File: src/rtl/csr_access_unit_if.sv
// Request/response and CSR bus signals of csr_access_unit, grouped as one interface.
// master: the access unit's view; slave: the execute stage plus CSR slave side.
interface csr_access_unit_if #(
  parameter int ADDR_W = 12,
  parameter int DATA_W = 32
);
  logic              req_valid;
  logic              req_ready;
  logic [2:0]        req_funct3;
  logic [ADDR_W-1:0] req_addr;
  logic [DATA_W-1:0] req_src;
  logic [4:0]        req_zimm;
  logic              req_rs1_zero;

  logic              rsp_valid;
  logic [DATA_W-1:0] rsp_rdata;
  logic              rsp_illegal;

  logic [ADDR_W-1:0] csr_addr;
  logic              csr_re;
  logic              csr_we;
  logic [DATA_W-1:0] csr_wdata;
  logic [DATA_W-1:0] csr_rdata;
  logic              csr_ack;

  modport master (
    input  req_valid, req_funct3, req_addr, req_src, req_zimm, req_rs1_zero,
    input  csr_rdata, csr_ack,
    output req_ready, rsp_valid, rsp_rdata, rsp_illegal,
    output csr_addr, csr_re, csr_we, csr_wdata
  );

  modport slave (
    output req_valid, req_funct3, req_addr, req_src, req_zimm, req_rs1_zero,
    output csr_rdata, csr_ack,
    input  req_ready, rsp_valid, rsp_rdata, rsp_illegal,
    input  csr_addr, csr_re, csr_we, csr_wdata
  );
endinterface

File: src/rtl/csr_access_unit.sv
// Zicsr access unit: reads a CSR, optionally writes the modified value, returns the old value.
// Optional macro CSR_TIMEOUT_EN bounds each bus phase to TIMEOUT_CYCLES cycles.
module csr_access_unit #(
  parameter int ADDR_W         = 12,
  parameter int DATA_W         = 32,
  parameter int TIMEOUT_CYCLES = 15
) (
  input  logic                clk,
  input  logic                rst,
  csr_access_unit_if.master   bus
);

  typedef enum logic [1:0] {
    IDLE  = 2'd0,
    READ  = 2'd1,
    WRITE = 2'd2,
    RESP  = 2'd3
  } state_t;

  state_t            state, state_next;
  logic [1:0]        op_q;
  logic [ADDR_W-1:0] addr_q;
  logic [DATA_W-1:0] operand_q;
  logic              zero_q;
  logic              illegal_q;
  logic [DATA_W-1:0] rdata_q;
  logic [DATA_W-1:0] wdata_q;

  logic [DATA_W-1:0] new_val;
  logic              write_en;
  logic              read_only;
  logic              timeout;

  // RW always writes; RS/RC skip the write when the operand source is x0 / zimm 0.
  assign write_en  = (op_q == 2'b01) || !zero_q;
  assign read_only = (addr_q[ADDR_W-1 -: 2] == 2'b11);

  always_comb begin
    new_val = operand_q;
    case (op_q)
      2'b10:   new_val = bus.csr_rdata | operand_q;
      2'b11:   new_val = bus.csr_rdata & ~operand_q;
      default: new_val = operand_q;
    endcase
  end

`ifdef CSR_TIMEOUT_EN
  localparam int CNT_W = $clog2(TIMEOUT_CYCLES + 1);
  logic [CNT_W-1:0] wait_cnt;

  always_ff @(posedge clk or posedge rst) begin
    if (rst) begin
      wait_cnt <= '0;
    end else if (state_next != state) begin
      wait_cnt <= '0;
    end else if (state == READ || state == WRITE) begin
      wait_cnt <= wait_cnt + 1'b1;
    end
  end

  assign timeout = (state == READ || state == WRITE) && !bus.csr_ack &&
                   (wait_cnt == CNT_W'(TIMEOUT_CYCLES - 1));
`else
  assign timeout = 1'b0;
`endif

  always_ff @(posedge clk or posedge rst) begin
    if (rst) begin
      state <= IDLE;
    end else begin
      state <= state_next;
    end
  end

  always_comb begin
    state_next = state;
    case (state)
      IDLE: begin
        if (bus.req_valid) begin
          state_next = (bus.req_funct3[1:0] == 2'b00) ? RESP : READ;
        end
      end
      READ: begin
        if (bus.csr_ack) begin
          state_next = (write_en && !read_only) ? WRITE : RESP;
        end else if (timeout) begin
          state_next = RESP;
        end
      end
      WRITE: begin
        if (bus.csr_ack || timeout) begin
          state_next = RESP;
        end
      end
      RESP:    state_next = IDLE;
      default: state_next = IDLE;
    endcase
  end

  // Request fields are captured once in IDLE; the old value is captured on the read ack.
  always_ff @(posedge clk or posedge rst) begin
    if (rst) begin
      op_q      <= '0;
      addr_q    <= '0;
      operand_q <= '0;
      zero_q    <= 1'b0;
      illegal_q <= 1'b0;
      rdata_q   <= '0;
      wdata_q   <= '0;
    end else begin
      case (state)
        IDLE: begin
          if (bus.req_valid) begin
            op_q      <= bus.req_funct3[1:0];
            addr_q    <= bus.req_addr;
            operand_q <= bus.req_funct3[2] ? {{(DATA_W-5){1'b0}}, bus.req_zimm} : bus.req_src;
            zero_q    <= bus.req_funct3[2] ? (bus.req_zimm == 5'd0) : bus.req_rs1_zero;
            illegal_q <= (bus.req_funct3[1:0] == 2'b00);
            rdata_q   <= '0;
          end
        end
        READ: begin
          if (bus.csr_ack) begin
            illegal_q <= write_en && read_only;
            rdata_q   <= (write_en && read_only) ? '0 : bus.csr_rdata;
            wdata_q   <= new_val;
          end else if (timeout) begin
            illegal_q <= 1'b1;
            rdata_q   <= '0;
          end
        end
        WRITE: begin
          if (!bus.csr_ack && timeout) begin
            illegal_q <= 1'b1;
            rdata_q   <= '0;
          end
        end
        default: begin
        end
      endcase
    end
  end

  assign bus.req_ready   = (state == IDLE);
  assign bus.csr_re      = (state == READ);
  assign bus.csr_we      = (state == WRITE);
  assign bus.csr_addr    = addr_q;
  assign bus.csr_wdata   = wdata_q;
  assign bus.rsp_valid   = (state == RESP);
  assign bus.rsp_illegal = (state == RESP) && illegal_q;
  assign bus.rsp_rdata   = rdata_q;

endmodule

File: src/flat_wrapper.sv
// flat-port wrapper written by rule: the top's interface ports become plain ports
module csr_access_unit_flat 
#(
  parameter int ADDR_W         = 12,
  parameter int DATA_W         = 32,
  parameter int TIMEOUT_CYCLES = 15
)
  (clk, rst, bus_req_valid, bus_req_funct3, bus_req_addr, bus_req_src, bus_req_zimm, bus_req_rs1_zero, bus_csr_rdata, bus_csr_ack, bus_req_ready, bus_rsp_valid, bus_rsp_rdata, bus_rsp_illegal, bus_csr_addr, bus_csr_re, bus_csr_we, bus_csr_wdata);
  csr_access_unit_if #(.ADDR_W(ADDR_W), .DATA_W(DATA_W)) bus_i ();
  input  logic clk;
  input  logic rst;
  input wire logic [$bits(bus_i.req_valid)-1:0] bus_req_valid;
  input wire logic [$bits(bus_i.req_funct3)-1:0] bus_req_funct3;
  input wire logic [$bits(bus_i.req_addr)-1:0] bus_req_addr;
  input wire logic [$bits(bus_i.req_src)-1:0] bus_req_src;
  input wire logic [$bits(bus_i.req_zimm)-1:0] bus_req_zimm;
  input wire logic [$bits(bus_i.req_rs1_zero)-1:0] bus_req_rs1_zero;
  input wire logic [$bits(bus_i.csr_rdata)-1:0] bus_csr_rdata;
  input wire logic [$bits(bus_i.csr_ack)-1:0] bus_csr_ack;
  output wire logic [$bits(bus_i.req_ready)-1:0] bus_req_ready;
  output wire logic [$bits(bus_i.rsp_valid)-1:0] bus_rsp_valid;
  output wire logic [$bits(bus_i.rsp_rdata)-1:0] bus_rsp_rdata;
  output wire logic [$bits(bus_i.rsp_illegal)-1:0] bus_rsp_illegal;
  output wire logic [$bits(bus_i.csr_addr)-1:0] bus_csr_addr;
  output wire logic [$bits(bus_i.csr_re)-1:0] bus_csr_re;
  output wire logic [$bits(bus_i.csr_we)-1:0] bus_csr_we;
  output wire logic [$bits(bus_i.csr_wdata)-1:0] bus_csr_wdata;
  assign bus_i.req_valid = bus_req_valid;
  assign bus_i.req_funct3 = bus_req_funct3;
  assign bus_i.req_addr = bus_req_addr;
  assign bus_i.req_src = bus_req_src;
  assign bus_i.req_zimm = bus_req_zimm;
  assign bus_i.req_rs1_zero = bus_req_rs1_zero;
  assign bus_i.csr_rdata = bus_csr_rdata;
  assign bus_i.csr_ack = bus_csr_ack;
  assign bus_req_ready = bus_i.req_ready;
  assign bus_rsp_valid = bus_i.rsp_valid;
  assign bus_rsp_rdata = bus_i.rsp_rdata;
  assign bus_rsp_illegal = bus_i.rsp_illegal;
  assign bus_csr_addr = bus_i.csr_addr;
  assign bus_csr_re = bus_i.csr_re;
  assign bus_csr_we = bus_i.csr_we;
  assign bus_csr_wdata = bus_i.csr_wdata;
  csr_access_unit #(.ADDR_W(ADDR_W), .DATA_W(DATA_W), .TIMEOUT_CYCLES(TIMEOUT_CYCLES)) u_core (.clk(clk), .rst(rst), .bus(bus_i));
endmodule
File: config.mk
export PLATFORM = sky130hd
export DESIGN_NAME = csr_access_unit_flat
export DESIGN_NICKNAME = d
export VERILOG_FILES = /design/src/rtl/csr_access_unit_if.sv /design/src/rtl/csr_access_unit.sv /design/src/flat_wrapper.sv
export SDC_FILE = /design/constraint.sdc
export NUM_CORES = 1
export LEC_CHECK = 0
export BUFFER_PORTS_ARGS = -buffer_cell sky130_fd_sc_hd__buf_2
export CAP_MARGIN = 20
export CORE_MARGIN = 1
export CORE_UTILIZATION = 35
export CTS_BUF_LIST = sky130_fd_sc_hd__clkbuf_16
export CTS_CLUSTER_DIAMETER = 60
export DETAILED_ROUTE_END_ITERATION = 12
export SETUP_SLACK_MARGIN = 0.15
export SLEW_MARGIN = 10
export SYNTH_ARGS = -nofsm -noshare
export SYNTH_HDL_FRONTEND = slang
export SYNTH_SLANG_ARGS = --single-unit
File: constraint.sdc
create_clock -name clk -period 3.7 [get_ports clk]
set_input_delay 0.74 -clock clk [delete_from_list [all_inputs] [get_ports clk]]
set_output_delay 0.74 -clock clk [all_outputs]
set_load 0.05 [all_outputs]
* Yosys cells after proc, flatten, opt, wreduce, memory -nomap -nowiden
Index checks and enable logic that the tools add are counted.
** Cells by class
- Eq/ne operators :: 10
- Mux-type cells :: 16
- Bitwise operators :: 3
- Reductions and logical operators :: 14
** Operators by type and width (number)
- $mux 32 :: 4
- $pmux 32 s2 :: 2
- $and 32x32->32 :: 1
- $not 32->32 :: 1
- $or 32x32->32 :: 1
- $eq 2x2->1 const B :: 5
- $mux 2 :: 4
- $pmux 2 s4 :: 1
- $ne 2x2->1 const B :: 3
- $reduce_and 3->1 :: 2
- $logic_not 5->1 :: 1
- $eq 2x1->1 const B :: 2
- $logic_not 2->1 :: 2
- $mux 1 :: 4
- $reduce_and 2->1 :: 2
- $logic_and 1x1->1 :: 3
- $logic_not 1->1 :: 2
- $pmux 1 s2 :: 1
- $reduce_bool 2->1 :: 1
- $logic_or 1x1->1 :: 1
** Storage, ports and cells
- Bits in registers :: 114
- Output and inout port bits :: 81
- Word-level logic and storage cells :: 51

* Logic depth before layout (Yosys ltp)
- Depth after elaboration :: 6
- Depth in mapped cells :: 7
- Depth with buffers taken out :: 6

* Worst setup path before layout
No wires, ideal clock.
- Kind :: flip-flop to output port
- Start :: reg u_core.state[1]
- End :: out bus_rsp_illegal
- Arrival time :: 1.367 ns
- Data required time :: 2.960 ns
- Setup slack :: 1.593 ns
- Stages on the path, launching flop included :: 3
- Path buffers :: 0
- Cell sequence :: dfrtp_1 ha_1 and2_1
** Between the ends
- Longest elaborated chain between the ends :: 2
** Ends and longest elaborated chain
- start: declaration :: line csr_access_unit.sv:20 : state_t state, state_next;
- start signal: assignment :: line csr_access_unit.sv:71 : state <= state_next;
- $eq 2x2->1
- via bus_rsp_valid :: line flat_wrapper.sv:21 : output wire logic [$bits(bus_i.rsp_valid)-1:0] bus_rsp_valid;
- $logic_and 1x1->1 :: line csr_access_unit.sv:150 : assign bus.rsp_illegal = (state == RESP) && illegal_q;
- end: declaration :: line flat_wrapper.sv:23 : output wire logic [$bits(bus_i.rsp_illegal)-1:0] bus_rsp_illegal;
The timed path passes the listed nets, and every way through them passes these cells.

* Worst setup path after layout
- Start :: reg u_core.state[1]
- End :: out bus_req_ready
** Between the ends
- Longest elaborated chain between the ends :: 1
** Ends and longest elaborated chain
- $logic_not 2->1 :: line csr_access_unit.sv:144 : assign bus.req_ready = (state == IDLE);
- end: declaration :: line flat_wrapper.sv:20 : output wire logic [$bits(bus_i.req_ready)-1:0] bus_req_ready;
Every way passes these cells.

==> results by group <==
Run status
  – Status: finished clean

Flow run
  – Max-Cap Viols: 0

Logic synthesis
  – Synth Register Bits: approximately 110
  – Synth warn: 0
  – Simple-Gate Fraction of Synth Area: 0.141
  – XOR/XNOR Fraction of Synth Area: 0
  – Syn_nets: roughly 580
  – Post-Syn Area: just under 5000 sq um
  – Leading register cell type out of synthesis: dfrtp_1
  – Synth area leader: dfrtp_1
  – Post-synthesis mux area share: 0.0469
  – Area contributors post-synth: dfrtp_1, a21oi_1, a22o_1, nand2_1, nor2_1
  – Post-Synthesis Cells: slightly below 500
  – Seq/Total Area, Yosys: 0.582
  – Main combinational cell family by area after synthesis: compound AO/OA/AOI/OAI gates
  – Adder-cell area share of the yosys netlist: 0.0102
  – Yosys cell types: 28
  – Post-synthesis compound-gate area fraction: 0.183
  – Mean post-synth cell area: between 10 and 15 sq um
  – Async SR Flop Fraction: 1.00
  – Synth top area share: 0.582
  – Number of enable flip-flop cells after synthesis: 0

Global route
  – GRT Resource Usage Total: 0.189
  – First-pass GRT wire length: 20900 microns
  – Antenna violations before repair: 1
  – GRT overflow: 0
  – Vias in the first global route: 4207
  – Largest net degree at the start of global routing: 66

Timing
  – Final hold viol count: 0
  – Min Tclk post-route: 2370 ps
  – WHS: a little under 500 ps
  – Period utilization: 0.641
  – Fmax: 422 MHz
  – Final TNS setup: 0 ps
  – Worst-Margin Slew: roughly 1000 ps
  – Setup Viol. Count Final: 0
  – Unrepaired setup endpoints after global routing: no
  – Worst setup margin: 1330 ps
  – Final Slew Violations: 0
  – Worst slew margin: 0.323
  – Setup Skew: about 8.5 ps

Critical path
  – Reg2reg setup slack: 1420 ps
  – Arrival time at the worst endpoint: ~1600 ps
  – Critical path launch point type: flop
  – Critical Path Fanout Max: 7
  – Critical Path Sink Type: output port
  – Worst flop-to-flop path startpoint: u_core.state[1]
  – Critical path class: flop to output port
  – R2R Path End: u_core.operand_q[9]
  – Worst path required time: about 3000 ps
  – Reg2reg path depth: 6

Die
  – Die Footprint: 14500 sq um
  – Starting density of the core: 0.365
  – Die width: around 120 microns
  – Die height: 120 microns
  – Cell Rows: 42
  – Core area: roughly 13000 sq um
  – I/O pins: 170

Power
  – Leak: about 0.0032 uW
  – Overall power: between 7000 and 8000 uW
  – Pwr Density: roughly 1100 nW/um^2
  – Maximum VDD drop: 622 uV

CTS
  – Post-cts sizing count: 0
  – CTS root buf: clkbuf_16
  – CTS Buf Count: 17
  – Num Clock Sinks: ~110
  – Setup bufs post-CTS: 0
  – Hold_buf cts: 0
  – CTS clock-pin slew for the worst setup and hold paths: 50 ps
  – CTS H-tree lvls: 4
  – Longest Clk Path Bufs: 2
  – CTS tree: built
  – Later-pin clock latency in the skew report: around 410 ps

Routing
  – Final WL: approximately 13000 microns
  – First-pass DRT Iterations: 4
  – Via density per instance: just under 5
  – ANT nets after route: 0
  – WL/cell: between 15 and 20 microns
  – DR vias: 4073
  – Residual DRC: 0
  – Initial DRC Count: about 250

Cells and area
  – Final net count: 740
  – Layout cell share with drive strength beyond 1: 0.336
  – Final core occ: 0.474
  – Layout area overhead: 30.1%
  – Diodes inserted: 0

Min path
  – Tightest Hold Check Type: primary input to async pin

Placement
  – HPWL after detailed placement: roughly 8900 microns
  – Worst slack, placed: between 1000 and 1500 ps
  – Gpl congestion: slightly below 0.8
  – Port bufs: 169
cells in the final DEF, fill, tap and decap left out:
cell type	n
a311oi_4	1
ha_1	4
o21ai_0	37
nor4_1	1
o21ai_4	2
buf_4	6
mux2i_1	5
o41a_1	1
dfrtp_1	114
inv_2	1
nand2b_1	27
mux2_2	16
clkinv_2	4
o21a_1	1
buf_12	1
clkinvlp_4	1
clkinv_1	7
a31oi_1	4
nand2_2	1
a21oi_1	64
and2_1	1
o21ai_2	1
nand2b_2	1
o2bb2ai_1	1
nor3_1	1
nor2b_1	1
clkbuf_16	17
buf_2	169
a22o_1	32
nor2_1	62
and2_2	1
inv_1	9
nand2_1	66
cells by family (layout without fill, tap and decap cells):
| logic type | after synthesis | count (layout) |
|---|---|---|
| AND/OR/NAND/NOR | 162 | 162 |
| AO/OA/AOI/OAI | 144 | 144 |
| flip-flops | 114 | 114 |
| buffers and inverters | 38 | 215 |
| multiplexers | 21 | 21 |
| adder cells (fa/ha/maj) | 4 | 4 |
worst max-delay path by stage:
stage / startpoint / to / slack, ps / cells after the start
after detailed placement: u_core.state[1] / u_core.operand_q[9] / 1400 / 6
after floorplan: rst / u_core.bus.csr_addr[0] / 1570 / 1
after CTS: u_core.state[1] / bus_req_ready / 1310 / 3
after global placement: bus_req_valid / u_core.operand_q[1] / 1500 / 4
final: u_core.state[1] / bus_req_ready / 1330 / 3
after global routing: u_core.state[1] / u_core.operand_q[5] / 1190 / 6
through the flow:
stage	cells	area (sq um)
floorplan	483	4910
global placement	804	5900
detailed placement	804	5900
CTS	836	6380
global route	836	6380
finish	836	6380
layout make-up:
| cell class | count | area, sq um |
|---|---|---|
| clock buffer | 17 | 425 |
| clock inverter | 15 | 61.3 |
| fill | 1317 | 7070 |
| inverter | 7 | 30.0 |
| multi-input combinational | 331 | 1880 |
| sequential | 114 | 2850 |
| tap | 176 | 220 |
| timing repair buffer | 176 | 911 |
synthesized netlist by cell type, types with 2 or more instances:
master and n:
a22o_1 32, dfrtp_1 114, buf_2 10, mux2_2 16
and2_1 2, a21oi_1 64, o21ai_2 2, buf_6 3
nor2_1 62, clkbuf_1 17, nand2b_1 27, nand2_1 67
mux2i_1 5, a31oi_1 4, inv_1 6, o21ai_0 37
ha_1 4
flip-flops by register name, summed over array words and instances (netlist names):
signal                flops
u_core.bus.csr_wdata     32
u_core.bus.csr_addr      12
u_core.state              2
u_core.zero_q             1
u_core.operand_q         32
u_core.op_q               2
u_core.bus.rsp_rdata     32
u_core.illegal_q          1
per-layer routing:
metal  vias to the layer above  GRT usage  part of all wire
met5                         -          0                 0
met1                      1946      0.230              0.43
met3                        17     0.0566             0.067
met4                         0     0.0671             0.016
li1                       1980          -                 -
met2                       130      0.318              0.49
power breakdown:
group,internal [uW],total (uW),switching (uW)
registers,1820,2180,357
clock network,818,1360,541
logic,943,3500,2560
worst max-delay path: stages (launching register included):
cell,delay (ps)
dfrtp_1,420
inv_1,110
ha_1,350
buf_2,330
(Power assumes the default switching activity.)
